$ cat src/rtl/hall_enc_pkg.sv
// -----------------------------------------------------------------------------
// hall_enc_pkg
// Shared constants and helpers for the Hall encoder monitor:
//   - sector codes 0..5 and the illegal-sector code (7)
//   - bit positions inside encoder_error_data
//   - Hall pattern -> sector decode and modulo-6 sector stepping
// -----------------------------------------------------------------------------
package hall_enc_pkg;

  localparam logic [2:0] SECT_0       = 3'd0;
  localparam logic [2:0] SECT_1       = 3'd1;
  localparam logic [2:0] SECT_2       = 3'd2;
  localparam logic [2:0] SECT_3       = 3'd3;
  localparam logic [2:0] SECT_4       = 3'd4;
  localparam logic [2:0] SECT_5       = 3'd5;
  localparam logic [2:0] SECT_ILLEGAL = 3'd7;

  localparam int ERR_ILLEGAL = 0;
  localparam int ERR_SKIP    = 1;
  localparam int ERR_UVW     = 2;
  localparam int ERR_ABZ     = 3;
  localparam int ERR_TMO     = 4;
  localparam int ERR_ANY     = 5;
  localparam int ERR_SRC_N   = 5;

  typedef struct packed {
    logic       valid;
    logic [2:0] sector;
  } sector_t;

  // Filtered {w,v,u} -> sector; 000 and 111 cannot occur on a healthy sensor.
  function automatic sector_t hall_to_sector(input logic [2:0] hall);
    sector_t s;
    s.valid  = 1'b1;
    s.sector = SECT_ILLEGAL;
    case (hall)
      3'b001:  s.sector = SECT_0;
      3'b011:  s.sector = SECT_1;
      3'b010:  s.sector = SECT_2;
      3'b110:  s.sector = SECT_3;
      3'b100:  s.sector = SECT_4;
      3'b101:  s.sector = SECT_5;
      default: s.valid  = 1'b0;
    endcase
    return s;
  endfunction

  function automatic logic [2:0] sector_inc(input logic [2:0] s);
    return (s == SECT_5) ? SECT_0 : s + 3'd1;
  endfunction

  function automatic logic [2:0] sector_dec(input logic [2:0] s);
    return (s == SECT_0) ? SECT_5 : s - 3'd1;
  endfunction

endpackage

$ cat src/rtl/hall_debounce.sv
// -----------------------------------------------------------------------------
// hall_debounce
// Two-flop synchroniser followed by a stability filter for one asynchronous
// line. The filtered output follows the synchronised value only after it has
// differed from the current filtered value for DEB_CNT consecutive cycles;
// any return to the filtered value restarts the count.
//
// Ports:
//   clk_in    system clock
//   rst_n_in  synchronous active-low reset (clears sync, count and output)
//   din_i     raw asynchronous input
//   filt_o    debounced, synchronous output
// -----------------------------------------------------------------------------
module hall_debounce #(
  parameter int DEB_CNT = 4
) (
  input  logic clk_in,
  input  logic rst_n_in,
  input  logic din_i,
  output logic filt_o
);

  localparam logic [7:0] DEB_MAX = 8'(DEB_CNT);

  logic       sync1_q, sync1_d;
  logic       sync2_q, sync2_d;
  logic       filt_q,  filt_d;
  logic [7:0] cnt_q,   cnt_d;

  always_comb begin
    sync1_d = din_i;
    sync2_d = sync1_q;
    filt_d  = filt_q;
    cnt_d   = '0;
    if (sync2_q != filt_q) begin
      // The count register must already hold DEB_CNT before the output moves,
      // giving a fixed sync(2) + count(DEB_CNT) + update(1) latency.
      if (cnt_q == DEB_MAX) begin
        filt_d = sync2_q;
      end else begin
        cnt_d = cnt_q + 8'd1;
      end
    end
  end

  always_ff @(posedge clk_in) begin
    if (!rst_n_in) begin
      sync1_q <= 1'b0;
      sync2_q <= 1'b0;
      filt_q  <= 1'b0;
      cnt_q   <= '0;
    end else begin
      sync1_q <= sync1_d;
      sync2_q <= sync2_d;
      filt_q  <= filt_d;
      cnt_q   <= cnt_d;
    end
  end

  assign filt_o = filt_q;

endmodule

$ cat src/rtl/hall_encoder_monitor.sv
// -----------------------------------------------------------------------------
// hall_encoder_monitor
// Debounces three Hall lines and two cable-present lines, decodes the Hall
// state into a commutation sector, tracks rotation direction and raises
// sticky error flags.
//
// Optional feature: define HALL_TIMEOUT_EN to build the stall-timeout counter
// (error bit 4). Without it no counter exists and bit 4 is tied to 0.
//
// Ports:
//   clk_in              system clock, rising edge
//   rst_n_in            synchronous active-low reset
//   enc_u/enc_v/enc_w   raw Hall lines (asynchronous)
//   uvw, abz            cable-present lines (asynchronous, 1 = present)
//   clr_err             one-cycle request to clear sticky error flags
//   edge_pulse          one-cycle strobe per accepted Hall state change
//   uvw_data            [2:0] filtered {w,v,u}, [5:3] sector, [6] dir,
//                       [7] sector valid
//   encoder_error_data  [0] illegal state, [1] sequence skip, [2] uvw absent,
//                       [3] abz absent, [4] stall timeout, [5] any, [7:6] 0
// -----------------------------------------------------------------------------
module hall_encoder_monitor
  import hall_enc_pkg::*;
#(
  parameter int DEB_CNT    = 4,
  parameter int TMO_W      = 16,
  parameter int TMO_CYCLES = 50000
) (
  input  logic       clk_in,
  input  logic       rst_n_in,
  input  logic       enc_u,
  input  logic       enc_v,
  input  logic       enc_w,
  input  logic       uvw,
  input  logic       abz,
  input  logic       clr_err,
  output logic       edge_pulse,
  output logic [7:0] uvw_data,
  output logic [7:0] encoder_error_data
);

  // Cycles after reset until every filter can reflect its real input level.
  localparam logic [8:0] SETTLE_CYC = 9'(DEB_CNT + 3);

  logic [4:0] raw_in;
  logic [4:0] filt;
  logic [2:0] hall_filt;

  logic [7:0] uvw_data_q, uvw_data_d;
  logic [7:0] err_q,      err_d;
  logic       edge_q,     edge_d;
  logic [8:0] settle_q,   settle_d;

  logic       settled;
  logic       hall_chg;
  logic       prev_valid;
  logic [2:0] prev_sector;
  logic       dir_d;
  logic       skip_det;
  logic       tmo_hit;
  logic [ERR_SRC_N-1:0] err_set;
  sector_t    cur;

  assign raw_in = {abz, uvw, enc_w, enc_v, enc_u};

  for (genvar i = 0; i < 5; i++) begin : g_deb
    hall_debounce #(
      .DEB_CNT (DEB_CNT)
    ) u_deb (
      .clk_in   (clk_in),
      .rst_n_in (rst_n_in),
      .din_i    (raw_in[i]),
      .filt_o   (filt[i])
    );
  end

  assign hall_filt = filt[2:0];
  assign cur       = hall_to_sector(hall_filt);

  // The registered output doubles as the "previous" state: reset clears its
  // valid bit, so the first sector after reset or after an illegal state is
  // accepted without a sequence check.
  assign prev_valid  = uvw_data_q[7];
  assign prev_sector = uvw_data_q[5:3];
  assign hall_chg    = (hall_filt != uvw_data_q[2:0]);

  // Filters all read 0 straight out of reset; level checks (illegal state,
  // cable absent) are blanked until the filters have had time to acquire.
  assign settled = (settle_q == SETTLE_CYC);

  always_comb begin
    settle_d = settled ? settle_q : settle_q + 9'd1;
    dir_d    = uvw_data_q[6];
    skip_det = 1'b0;
    if (hall_chg && cur.valid && prev_valid) begin
      if (cur.sector == sector_inc(prev_sector)) begin
        dir_d = 1'b1;
      end else if (cur.sector == sector_dec(prev_sector)) begin
        dir_d = 1'b0;
      end else begin
        skip_det = 1'b1;
      end
    end
    uvw_data_d = {cur.valid, dir_d, cur.sector, hall_filt};
    edge_d     = hall_chg;
  end

`ifdef HALL_TIMEOUT_EN
  localparam logic [TMO_W-1:0] TMO_MAX = TMO_W'(TMO_CYCLES);

  logic [TMO_W-1:0] tmo_q, tmo_d;

  always_comb begin
    tmo_d = tmo_q;
    if (edge_q) begin
      tmo_d = '0;
    end else if (tmo_q != TMO_MAX) begin
      tmo_d = tmo_q + TMO_W'(1);
    end
  end

  // Saturated count keeps asserting, so the flag re-sets while still stalled.
  assign tmo_hit = (tmo_d == TMO_MAX);

  always_ff @(posedge clk_in) begin
    if (!rst_n_in) begin
      tmo_q <= '0;
    end else begin
      tmo_q <= tmo_d;
    end
  end
`else
  // An out-of-range threshold leaves tmo_hit undriven so lint rejects the
  // configuration even when the counter is not built.
  if ((TMO_CYCLES >> TMO_W) == 0) begin : g_tmo_off
    assign tmo_hit = 1'b0;
  end
`endif

  always_comb begin
    err_set              = '0;
    err_set[ERR_ILLEGAL] = settled && !cur.valid;
    err_set[ERR_SKIP]    = skip_det;
    err_set[ERR_UVW]     = settled && !filt[3];
    err_set[ERR_ABZ]     = settled && !filt[4];
    err_set[ERR_TMO]     = tmo_hit;
    err_d                = '0;
    // A fresh detection wins over a simultaneous clear.
    err_d[ERR_SRC_N-1:0] = err_set | (err_q[ERR_SRC_N-1:0] & {ERR_SRC_N{~clr_err}});
    err_d[ERR_ANY]       = |err_d[ERR_SRC_N-1:0];
  end

  always_ff @(posedge clk_in) begin
    if (!rst_n_in) begin
      uvw_data_q <= '0;
      err_q      <= '0;
      edge_q     <= 1'b0;
      settle_q   <= '0;
    end else begin
      uvw_data_q <= uvw_data_d;
      err_q      <= err_d;
      edge_q     <= edge_d;
      settle_q   <= settle_d;
    end
  end

  assign uvw_data           = uvw_data_q;
  assign encoder_error_data = err_q;
  assign edge_pulse         = edge_q;

endmodule

$ cat config.mk
export PLATFORM = sky130hd
export DESIGN_NAME = hall_encoder_monitor
export DESIGN_NICKNAME = d
export VERILOG_FILES = /design/src/rtl/hall_enc_pkg.sv /design/src/rtl/hall_debounce.sv /design/src/rtl/hall_encoder_monitor.sv
export SDC_FILE = /design/constraint.sdc
export NUM_CORES = 1
export LEC_CHECK = 0
export ABC_AREA = 1
export CELL_PAD_IN_SITES_DETAIL_PLACEMENT = 0
export CELL_PAD_IN_SITES_GLOBAL_PLACEMENT = 1
export CORE_MARGIN = 2
export CORE_UTILIZATION = 43
export CTS_CLUSTER_DIAMETER = 120
export CTS_CLUSTER_SIZE = 24
export DETAILED_ROUTE_END_ITERATION = 12
export MAX_ROUTING_LAYER = met4
export PLACE_DENSITY_LB_ADDON = 0.1
export SLEW_MARGIN = 20
export SYNTH_ARGS = -nofsm -noshare
export SYNTH_HDL_FRONTEND = slang
export SYNTH_SLANG_ARGS = --single-unit
$ cat constraint.sdc
create_clock -name clk_in -period 1.5 [get_ports clk_in]
set_clock_uncertainty 0.1 [all_clocks]
set_input_delay 0.15 -clock clk_in [delete_from_list [all_inputs] [get_ports clk_in]]
set_output_delay 0.15 -clock clk_in [all_outputs]
set_load 0.01 [all_outputs]
Word level (Yosys, flattened, before mapping)
Index checks and enable logic that the tools add are counted.
{"block": "classes", "eq_ne": 21, "bitwise": 9, "mux": 9, "reduce_logical": 23, "addsub": 8}
{"operator": "$add A8 B1 Y8 const B", "n": 5}
{"operator": "$eq A8 B3 Y1 const B", "n": 5}
{"operator": "$pmux W3 S6", "n": 1}
{"operator": "$reduce_or A3 Y1", "n": 5}
{"operator": "$eq A3 B3 Y1 const B", "n": 4}
{"operator": "$reduce_and A2 Y1", "n": 6}
{"operator": "$add A9 B1 Y9 const B", "n": 1}
{"operator": "$eq A9 B3 Y1 const B", "n": 1}
{"operator": "$not A1 Y1", "n": 7}
{"operator": "$eq A3 B2 Y1 const B", "n": 2}
{"operator": "$eq A3 B3 Y1", "n": 2}
{"operator": "$mux W1", "n": 6}
{"operator": "$mux W3", "n": 2}
{"operator": "$reduce_or A6 Y1", "n": 1}
{"operator": "$and A5 B5 Y5", "n": 1}
{"operator": "$logic_and A1 B1 Y1", "n": 5}
{"operator": "$ne A1 B1 Y1", "n": 5}
{"operator": "$or A4 B5 Y5", "n": 1}
{"operator": "$reduce_or A5 Y1", "n": 1}
{"operator": "$add A3 B1 Y3 const B", "n": 1}
{"operator": "$eq A3 B1 Y1 const B", "n": 1}
{"operator": "$logic_not A1 Y1", "n": 3}
{"operator": "$logic_not A3 Y1", "n": 1}
{"operator": "$ne A3 B3 Y1", "n": 1}
{"operator": "other kinds (2)", "n": 2}
{"block": "word_totals", "output_inout_bits": 17, "regBits": 81, "input_bits": 8, "wordCells": 96}

Logic depth before layout (Yosys ltp)
{"block": "depth", "ltp_word": 8, "ltp_mapped": 13, "ltp_nobuf": 12}

By module
A second synthesis with hierarchy kept.
{"block": "hier_totals", "cells_unflattened": 579, "area_unflattened_um2": 4028.9}
{"module": "hall_debounce", "instances": 5, "seq_area_each_um2": 220.2, "area_per_inst_um2": 573.0, "cells_per_inst": 82}
{"module": "hall_encoder_monitor", "instances": 1, "seq_area_each_um2": 480.5, "area_per_inst_um2": 1163.6, "cells_per_inst": 169}

Worst setup path before layout
Ideal clock, no wire load.
{"block": "synth_timing", "path_type": "register -> register", "startpoint": "register g_deb[0].u_deb.cnt_q[0]", "endpoint": "register g_deb[0].u_deb.cnt_q[4]", "period_less_slack_ps": 1388, "path_buffers": 0, "path_stages_with_launch": 8, "required_time_ps": 1283, "setup_ps": 117, "path_slack_ps": 112, "arrival_ps": 1171, "cell_sequence": "dfxtp_1 > inv_1 > ha_1 > nand4_1 > nor4_1 > nor2_2 > inv_1 > nor2_1"}
{"block": "synth_via", "elab_chain_cells": 2, "elab_cells_between_ends": 3, "classes_between": "1 x add/sub; 1 x eq/ne; 1 x reduce/logical"}
{"element": "start: declaration", "line": "hall_debounce.sv:28", "source": "logic [7:0] cnt_q, cnt_d;"}
{"element": "start signal: assignment", "line": "hall_debounce.sv:56", "source": "cnt_q <= cnt_d;"}
{"element": "branches (longest 2 deep; another with $add A8 B1 Y8)"}
Parallel ways; which one is timed is not known.
A chain may end at the register's enable or synchronous reset.

Worst setup path after layout
{"block": "layout_timing", "startpoint": "register err_q[5] (netlist: encoder_error_data[5])", "endpoint": "output port encoder_error_data[5]"}
{"element": "start: declaration", "line": "hall_encoder_monitor.sv:50", "source": "logic [7:0] err_q, err_d;"}
{"element": "start signal: assignment", "line": "hall_encoder_monitor.sv:161", "source": "err_q <= err_d;"}
{"element": "end: declaration", "line": "hall_encoder_monitor.sv:39", "source": "output logic [7:0] encoder_error_data"}
No word-level cell between the ends.

==> impl_results.md <==
- Die span in x: 94.2 um
- Post-synth top cells: 80 x inv_1, 79 x dfxtp_1, 73 x nand2_1
- Core ar.: 0.00781 sq mm
- Area share of the largest cell type after synthesis: 0.452
- Largest net degree at the start of global routing: 25
- Period minus WS final: 1450 ps
- Fin. Hold Viols: 0
- HP Class: in2reg
- Routed vias/inst: 4.65
- First DRT Iteration DRCs: 99
- Share of post-route cells with drive strength above 1: 0.237
- DIE AREA: 0.00887 sq mm
- Max IR drop VDD: 0.555 mV
- Final setup vio count: 0
- CTS tree: yes
- Final net count: 541
- Sequential area share after synthesis: 0.452
- Port Buffers: 22
- CP max stage cell: clkdlybuf4s50_1
- Initial Util: 0.448
- Crit path max fanout: 1
- Post-synth design cell area: 0.00350 sq mm
- Synthesized flop and latch total: 79
- Grt ovf: 0
- Total iterations of the first detailed-routing run: 4
- Fmax: 690 MHz
- TritonCTS Buffers: 9
- Placed insts: 607
- CP max stage delay: 530 ps
- Req. time, crit path: 1250 ps
- Boundary Pins: 25
- Number of remaining DRC errors: 0
- Top-count cell post-synth: inv_1
- Crit end category: output pin
- Worst Setup Start Kind: flop
- Cell taking the most area after synthesis: dfxtp_1
- Die H: 94.2 um
- Max-slew violation count: 0
- RSZ-0062 raised after global routing: yes
- Worst path bufs/invs: 1
- Via Count: 2,923
- Routed length per instance: 10.2 um
- Crit path max-delay family: buffers and inverters
- Worst-Skew Late Latency: 350 ps
- Met1 usage: 0.205
- Gr busiest metal: met2
- Final core occ: 0.572
- Leakage: 1.99 nW
- Hold-fix buffers, CTS: 0
- Ys Warns: 0
- Final non-filler cell total: 629
- GRT Util Overall: 0.171
- Post-synthesis instance total: 459
- DP HPWL: 4720 um
- Reg-to-reg setup timing slack: 80 ps
- Area grow syn2layout: 27.7%
- # clock sinks: 79
- GP Congestion: 0.787
- Setup TNS: 0 ps
- Num rows: 32
- Met3 Use GR: 0.0273
- Status: finished, final reports clean
- Clk root buf: clkbuf_8
- Remaining antenna violation count: 0
- Crit path arrival time: 1200 ps
- First-pass GRT wire length: 11,800 um
- CTS max path bufs: 2
- PD cells: 887 mW/mm^2
- Asr flop ratio synth: 0
- Crit-path cells: clkdlybuf4s50_1
- Number of distinct library cells after synthesis: 32
- Routed wire length: 6410 um
- Met2 GRT Util: 0.276
- Post-synth EDFFs: 0
- MaxCap Viol Count: 0
- Mean area per synthesized cell: 7.62 sq um
- Main synth FF type: dfxtp_1
- Clk pin slew, worst setup/hold paths: 80 ps
- Critical path class: reg2out
- H-tree Lvls: 3
- Fin crit share: 0.966
- Number of global-route vias before repair: 2,867
- Antenna Cells: 0
- Initial antenna violation count: 0
- Ranking of synthesized cells by area: dfxtp_1 45%, inv_1 8.6%, nand2_1 7.8%
==> registers in the layout, summed over array words and instances, names as in the netlist <==
register and cells:
g_deb.u_deb.cnt_q 40, settle_q 9, uvw_data 8, encoder_error_data 6, g_deb.u_deb.filt_o 5, g_deb.u_deb.sync1_q 5, g_deb.u_deb.sync2_q 5, edge_pulse 1
==> cells by family (layout without fill, tap and decap cells) <==
group	after synthesis	in the layout	synth area share
xor gates and xnor gates	13	13	0.0326
DFF	79	79	0.452
other	1	2	0.00107
buffers and inverters	96	163	0.113
and+or+nand+nor	203	203	0.275
AOI/OAI and AO/OA	56	56	0.0866
adders and majority gates	11	11	0.0394
==> metrics by stage <==
step / instance area (sq um) / hold slack [ps] / power, mW / worst slack, ps
floorplan: 3500 / 148 / 2.30 / 112
global placement: 4040 / 292 / 2.37 / -70.0
detailed placement: 4040 / 302 / 2.37 / -72.7
CTS: 4250 / 215 / 4.02 / 2.96
global route: 4460 / 232 / 4.13 / -51.1
finish: 4460 / 227 / 3.96 / 51.1
==> power breakdown <==
part / internal [mW] / switching [mW]
Combinational: 0.0834 / 0.103
Sequential: 2.12 / 0.0205
Clock: 0.901 / 0.731
==> final timing paths <==
kind,from,end,cells past startpoint
max,encoder_error_data[5],encoder_error_data[5],1
min,enc_u,g_deb[0].u_deb.sync1_q,3
max reg2reg,settle_q[1],encoder_error_data[5],9
min reg2reg,g_deb[3].u_deb.sync1_q,g_deb[3].u_deb.sync2_q,2
==> layout by cell type, fill, tap and decap left out, drive strengths merged, types with 2 or more instances in the layout <==
master,n
inv,86
nand2,81
dfxtp,79
nor2,51
buf,38
a21oi,27
nand3,27
o21ai,26
nand4,14
clkbuf,14
nor3,13
ha,11
dlygate4sd2,10
xor2,9
clkdlybuf4s50,9
nor3b,8
nor4,7
xnor2,4
dlymetal6s2s,3
o211ai,2
conb,2
clkinv,2
==> final cells by class <==
type	count	area [sq um]
Inverter	86	323
Sequential cell	79	1610
Multi-Input combinational cell	285	1640
Clock buffer	13	169
Clock inverter	3	40.0
Tap cell	102	128
Timing Repair Buffer	61	553
Fill cell	772	3340
==> per-layer routing <==
metal | wire length, um | vias up
li1 | - | 1579
met1 | 3180 | 1305
met2 | 2900 | 28
met3 | 163 | 11
met4 | 169 | 0
met5 | 0 | -
==> repair_timing <==
action / in CTS / in global routing
buffers inserted: 0 / 5
pin swaps: 0 / 10
gates cloned: 0 / 1
resized for setup: 17 / 55
endpoints found under the setup margin: 20 / 42
No activity file was read; power rests on OpenSTA's default activity.
